===== config.mk =====
export PLATFORM = sky130hd
export DESIGN_NAME = spi_slave_rx
export DESIGN_NICKNAME = d
export VERILOG_FILES = /design/src/rtl/spi_pkg.sv /design/src/rtl/spi_sync.sv /design/src/rtl/spi_slave_rx.sv
export SDC_FILE = /design/constraint.sdc
export NUM_CORES = 1
export LEC_CHECK = 0
export ABC_AREA = 1
export BUFFER_PORTS_ARGS = -buffer_cell sky130_fd_sc_hd__buf_4
export CAP_MARGIN = 20
export CELL_PAD_IN_SITES_DETAIL_PLACEMENT = 1
export CELL_PAD_IN_SITES_GLOBAL_PLACEMENT = 2
export CORE_MARGIN = 3
export CORE_UTILIZATION = 34
export CTS_CLUSTER_DIAMETER = 60
export DETAILED_ROUTE_END_ITERATION = 10
export PLACE_DENSITY_LB_ADDON = 0.1
export SLEW_MARGIN = 20
export SYNTH_ARGS = -nofsm -noshare
export SYNTH_HDL_FRONTEND = slang
export SYNTH_SLANG_ARGS = --single-unit

===== constraint.sdc =====
create_clock -name clk -period 1.7 [get_ports clk]
set_input_delay 0.34 -clock clk [delete_from_list [all_inputs] [get_ports clk]]
set_output_delay 0.34 -clock clk [all_outputs]
set_load 0.01 [all_outputs]

===== src/rtl/spi_pkg.sv =====
// Shared types and defaults for the SPI slave receiver.
package spi_pkg;

  localparam int unsigned DefDataW = 8;

  typedef enum logic [1:0] {
    StIdle,
    StRecv,
    StDone
  } state_e;

endpackage


===== src/rtl/spi_sync.sv =====
// N-stage single-bit synchronizer with synchronous active-high clear.
module spi_sync #(
  parameter int unsigned STAGES = 2
) (
  input  logic clk,
  input  logic rst,
  input  logic d,
  output logic q
);

  logic [STAGES-1:0] ff_q;

  always_ff @(posedge clk) begin
    if (rst) begin
      ff_q <= '0;
    end else begin
      ff_q[0] <= d;
      for (int i = 1; i < STAGES; i++) begin
        ff_q[i] <= ff_q[i-1];
      end
    end
  end

  assign q = ff_q[STAGES-1];

endmodule


===== src/rtl/spi_slave_rx.sv =====
// SPI mode-0 slave receiver, MSB-first, oversampled by clk.
// Define SPI_SLAVE_MISO_EN to add the tx_data/miso transmit path.
module spi_slave_rx
  import spi_pkg::*;
#(
  parameter int unsigned DATA_W      = DefDataW,
  parameter int unsigned SYNC_STAGES = 2
) (
  input  logic              clk,
  input  logic              rst,
  input  logic              sclk,
  input  logic              cs,
  input  logic              mosi,
  output logic [DATA_W-1:0] dout,
  output logic              done,
  output logic              frame_err,
`ifdef SPI_SLAVE_MISO_EN
  input  logic [DATA_W-1:0] tx_data,
  output logic              miso,
`endif
  output logic              busy
);

  localparam int unsigned CntW = (DATA_W > 1) ? $clog2(DATA_W) : 1;
  localparam logic [CntW-1:0] LastBit = CntW'(DATA_W - 1);

  logic sclk_s, cs_s, mosi_s;
  logic sclk_q, cs_q;
  logic sclk_rise, cs_fall, cs_rise;

  state_e            state_q, state_d;
  logic [CntW-1:0]   cnt_q, cnt_d;
  logic [DATA_W-1:0] shift_q, shift_d;
  logic [DATA_W-1:0] dout_q, dout_d;
  logic              done_q, done_d;
  logic              err_q, err_d;

  spi_sync #(.STAGES(SYNC_STAGES)) u_sync_sclk (.clk(clk), .rst(rst), .d(sclk), .q(sclk_s));
  spi_sync #(.STAGES(SYNC_STAGES)) u_sync_cs   (.clk(clk), .rst(rst), .d(cs),   .q(cs_s));
  spi_sync #(.STAGES(SYNC_STAGES)) u_sync_mosi (.clk(clk), .rst(rst), .d(mosi), .q(mosi_s));

  // cs history clears to 0, so a cs already low at reset release never looks like a falling edge.
  assign sclk_rise = sclk_s & ~sclk_q;
  assign cs_fall   = ~cs_s & cs_q;
  assign cs_rise   = cs_s & ~cs_q;

  always_comb begin
    state_d = state_q;
    cnt_d   = cnt_q;
    shift_d = shift_q;
    dout_d  = dout_q;
    done_d  = 1'b0;
    err_d   = 1'b0;
    unique case (state_q)
      StIdle: begin
        cnt_d = '0;
        if (cs_fall) state_d = StRecv;
      end
      StRecv: begin
        if (cs_rise) begin
          err_d   = (cnt_q != '0);
          cnt_d   = '0;
          state_d = StIdle;
        end else if (sclk_rise && !cs_s) begin
          shift_d = (shift_q << 1) | DATA_W'(mosi_s);
          if (cnt_q == LastBit) begin
            cnt_d   = '0;
            state_d = StDone;
          end else begin
            cnt_d = cnt_q + CntW'(1);
          end
        end
      end
      StDone: begin
        dout_d  = shift_q;
        done_d  = 1'b1;
        state_d = cs_s ? StIdle : StRecv;
      end
      default: state_d = StIdle;
    endcase
  end

  always_ff @(posedge clk) begin
    if (rst) begin
      sclk_q  <= 1'b0;
      cs_q    <= 1'b0;
      state_q <= StIdle;
      cnt_q   <= '0;
      shift_q <= '0;
      dout_q  <= '0;
      done_q  <= 1'b0;
      err_q   <= 1'b0;
    end else begin
      sclk_q  <= sclk_s;
      cs_q    <= cs_s;
      state_q <= state_d;
      cnt_q   <= cnt_d;
      shift_q <= shift_d;
      dout_q  <= dout_d;
      done_q  <= done_d;
      err_q   <= err_d;
    end
  end

  assign dout      = dout_q;
  assign done      = done_q;
  assign frame_err = err_q;
  assign busy      = (state_q != StIdle);

`ifdef SPI_SLAVE_MISO_EN
  logic              sclk_fall;
  logic [DATA_W-1:0] tx_q, tx_d;

  assign sclk_fall = ~sclk_s & sclk_q;

  // The falling edge trailing a frame's last bit sees cnt_q == 0 and must not eat the new MSB.
  always_comb begin
    tx_d = tx_q;
    if (state_q == StIdle && cs_fall) begin
      tx_d = tx_data;
    end else if (state_q == StDone && !cs_s) begin
      tx_d = tx_data;
    end else if (state_q == StRecv && sclk_fall && !cs_s && cnt_q != '0) begin
      tx_d = tx_q << 1;
    end
  end

  always_ff @(posedge clk) begin
    if (rst) tx_q <= '0;
    else     tx_q <= tx_d;
  end

  assign miso = (state_q != StIdle) & tx_q[DATA_W-1];
`endif

endmodule


---- After elaboration in Yosys (flattened, before gate mapping) ----
Cells that the tools add are included.
word-level totals
  register bits ........................... 31
  word-level logic and storage cells ...... 48
operators by class
  add/subtract/negate cells ............... 1
  eq/ne operators ......................... 6
  multiplexer cells ....................... 11
  bitwise operators ....................... 9
  reductions and logical operators ........ 10
operators with widths
  kind                                                 count
  two-way mux 3 bit                                    3
  two-way mux 2 bit                                    4
  bitwise OR 8 x 1 -> 8 bit                            1
  inequality test 3 bit, second input constant         2
  case mux 2 bit (3 select lines)                      1
  case mux 3 bit (2 select lines)                      1
  AND reduction 3 bit                                  2
  NOT 1 bit                                            5
  nonzero test 2 bit                                   2
  adder 3 x 1 -> 3 bit, second input constant          1
  AND 1 bit                                            3
  equality test 3 bit, second input constant           1
  nonzero test 3 bit                                   1
  OR reduction 3 bit                                   1
  equality test 2 x 1 -> 1 bit, second input constant  1
  equality test 2 bit, second input constant           1
  zero test 2 bit                                      1
  two-way mux 1 bit                                    2
  inequality test 2 bit, second input constant         1
  AND reduction 2 bit                                  1
  logical AND 1 bit                                    1
  zero test 1 bit                                      1

---- Logic depth before layout (Yosys ltp) ----
  depth after elaboration ................. 6
  depth in mapped cells ................... 7
  gate-level depth less buffers ........... 7

---- By module ----
From an unflattened synthesis, not the netlist that was laid out.
second synthesis, totals
  cell total of the unflattened synthesis .. 149
  area, all modules ....................... 1,141.1 um2
by module, submodules not included
  module        times used  cells an instance  area an instance (um2)
  spi_slave_rx  1           131                975.9
  spi_sync      3           6                  55.1

---- Least setup slack after synthesis ----
Ideal clock, no wire load.
  path kind ............................... register to register
  from .................................... reg cnt_q[0]
  to ...................................... reg state_q[0]
  setup time .............................. 109 ps
  data arrival time ....................... 983 ps
  path slack .............................. 608 ps
  cell stages (with the launch flop) ...... 8
  path through ............................ dfxtp_1 ha_1 ha_1 inv_1 o21ai_1 o21ai_0 nand2_1 inv_1
on the way
  cells in the longest elaborated chain, start to end .. 3
RTL lines
  element                                 line                source
  start, declared                         spi_slave_rx.sv:32  logic [CntW-1:0] cnt_q, cnt_d;
  start signal, assigned                  spi_slave_rx.sv:97  cnt_q <= cnt_d;
  equality test 3 bit                     spi_slave_rx.sv:66  if (cnt_q == LastBit) begin
  inequality test 3 bit (no source line)  -
  AND reduction 3 bit (no source line)    -
  end signal, assigned                    spi_slave_rx.sv:87  state_q <= StIdle;
  end signal, assigned                    spi_slave_rx.sv:96  state_q <= state_d;
  end, declared                           spi_slave_rx.sv:31  state_e state_q, state_d;
Every way passes these cells.
A chain may end at the register's enable or synchronous reset.

---- Final worst setup path ----
  from .................................... reg state_q[1]
  to ...................................... out busy
on the way
  cells in the longest elaborated chain, start to end .. 1
RTL lines
  element             line                 source
  nonzero test 2 bit  spi_slave_rx.sv:108  assign busy = (state_q != StIdle);
  end, declared       spi_slave_rx.sv:21   output logic busy
Every way passes these cells.

==> run metrics <==
post-route setup slack between 0.3 and 0.4 ns; Max IR drop VDD a little over 0.0005 V; ys async rst share 0%; largest net degree at the start of global routing 20; critical path fanouts, max 7; Req. time, crit path ~1.4 ns; post-route setup TNS 0 ns; status complete, no violations; PD cells 981 mW/mm2; synth cell count leaders 47 x nor2_1, 31 x dfxtp_1, 18 x o21ai_0; Post-CTS Hold Fix Bufs 0; Hold Crit Depth 3; Pleak approximately 0.63 nW; Hold WC Path Type in -> reg; syn_nets 155; starting density of the core 36.5%; final WL 2330 um; ant diodes 0; fin. max-slew vios 0; root buf cell clkbuf_4; GPL Wtd Cong 0.794; Setup Fix Bufs, Post-CTS 0; PortBufs 15; synth top area cells dfxtp_1 54%, nor2_1 15%, o21ai_0 7.9%, inv_1 5.6%, nand2_1 3.9%; Fmax achieved 732 MHz; die width 64.0 um; First-pass DRT Iterations 4; number of synthesized flops with an enable pin 0; Final Hold Violating Endpoints 0; R2R Setup Slk about 0.43 ns; worst slack, placed about 0.45 ns; Seq/Total Area, Yosys a little over half; io pins 16; most common cell in the netlist nor2_1; Resized Gates After CTS 0; Core Area between 0.003 and 0.004 mm2; Clock Skews between 0.004 and 0.005 ns; period utilisation layout 80.3%; height of the die 64.0 um; Num Clock Sinks 31; Syn Inst Count between 100 and 150; post-synth cell types 17; number of global-route vias before repair 938; unrepaired setup endpoints after global routing false; Period minus WS final 1.37 ns; reg2reg path depth 7; clock tree buffer depth 2; share of Yosys cell area claimed by the top area cell type a little over half; hold_ws 0.216 ns; Syn-to-layout area delta 18.6%; CTS tree built; Area after DPL 0.00130 mm2; multi-input logic area between 400 and 500 um2; max cap viols 0; critical path arrival about 1 ns; CTS buffer count 5; worst-margin pin slew about 0.45 ns; DR DRC count 0; row count 20; Seq cells post-synth 31; Fillers between 400 and 500; Final setup viols 0; DR vias/cell between 4 and 5; Routed Antenna Nets 0; post-route cell area 0.00136 mm2; first-pass GRT wire length about 4100 um; storage element area between 600 and 700 um2; synthesized area around 0.0011 mm2; vias approximately 930; Avg WL per Cell about 11 um; share of layout cells above drive strength 1 approximately 17%; initial antenna violation count 0; area leader, netlist dfxtp_1; Post-Syn Area per Cell slightly below 8 um2; GRT Total Usage 13.3%; Die ar. about 0.0041 mm2; H-tree levels 2; WS Path Type reg -> out; initial drt markers 35; Skew-Pair Late Insertion Delay roughly 0.32 ns; Post-synth top flop dfxtp_1; clock slew at reported path FFs roughly 0.10 ns; Core Util, Final a little over two fifths; CP endpoint kind output pin; Syn. warnings 0; Worst setup SP type flop; GRT Residual Overflow 0; slew margin rel. between 60% and 70%; nets around 180; Detailed Place HPWL approximately 1700 um
[worst max-delay path, cell delays in order (launching register included)]
cell and delay (ns):
dfxtp_1 0.35, inv_2 0.12, nand2_1 0.09, buf_4 0.15
[placed cells by master, fill, tap and decap left out, drive strengths merged]
cell type / instances
buf: 15
a21oi: 4
nand3: 5
clkbuf: 6
nand3b: 1
inv: 19
clkinvlp: 1
nand2: 13
clkinv: 1
dfxtp: 31
ha: 3
nor2: 50
o21ai: 19
[routing by layer]
| layer | track usage (%) | wire (um) |
|---|---|---|
| met1 | 17.5 | 1200 |
| met2 | 19.5 | 971 |
| met3 | 5.27 | 134 |
| met4 | 4.85 | 18 |
| met5 | 0 | 0 |
[final cells by class]
cell class / instances / share of cell area, %
repair buffers: 15 / 8.31
flip-flops and latches: 31 / 45.8
clock buffers: 6 / 3.05
clock inverters: 2 / 0.923
multi-input cells: 95 / 32.6
well taps: 44 / 4.06
inverters: 19 / 5.26
[worst paths after layout]
path                                       start                              to
hold reg to reg   u_sync_sclk.ff_q[0]$_SDFF_PP0_  u_sync_sclk.ff_q[1]$_SDFF_PP0_
setup / recovery         state_q[1]$_SDFFE_PP0P_                            busy
setup reg to reg           cnt_q[0]$_SDFFE_PP0P_         state_q[0]$_SDFFE_PP0P_
hold / removal                                cs    u_sync_cs.ff_q[0]$_SDFF_PP0_
[registers in the layout (all words and copies together) (netlist names)]
| register | cells |
|---|---|
| u_sync_cs.ff_q | 2 |
| sclk_q | 1 |
| state_q | 2 |
| shift_q | 8 |
| frame_err | 1 |
| u_sync_sclk.ff_q | 2 |
| u_sync_mosi.ff_q | 2 |
| cs_q | 1 |
| dout | 8 |
| done | 1 |
| cnt_q | 3 |
[stage by stage]
| stage | total power [W] | instances |
|---|---|---|
| 5_1_grt | 0.00143 | 212 |
| 3_5_place_dp | 0.000942 | 204 |
| 4_1_cts | 0.00136 | 212 |
| 3_3_place_gp | 0.000939 | 204 |
| 2_1_floorplan | 0.000891 | 147 |
| 6_report | 0.00133 | 212 |
[power by group]
group / leakage [nW] / internal [W] / switching [W]
Clock: 0.0282 / 0.000159 / 0.000247
Sequential: 0.252 / 0.000754 / 0.0000171
Combinational: 0.349 / 0.0000594 / 0.0000912
Total: 0.629 / 0.000973 / 0.000356
[cell families after synthesis]
family,share of synthesized area (%)
simple gates,25.3
flops,54.3
compound gates,10.1
buf+inv,7.01
fa+ha+maj,3.29
Note: power is estimated with default switching activity, not from simulation.
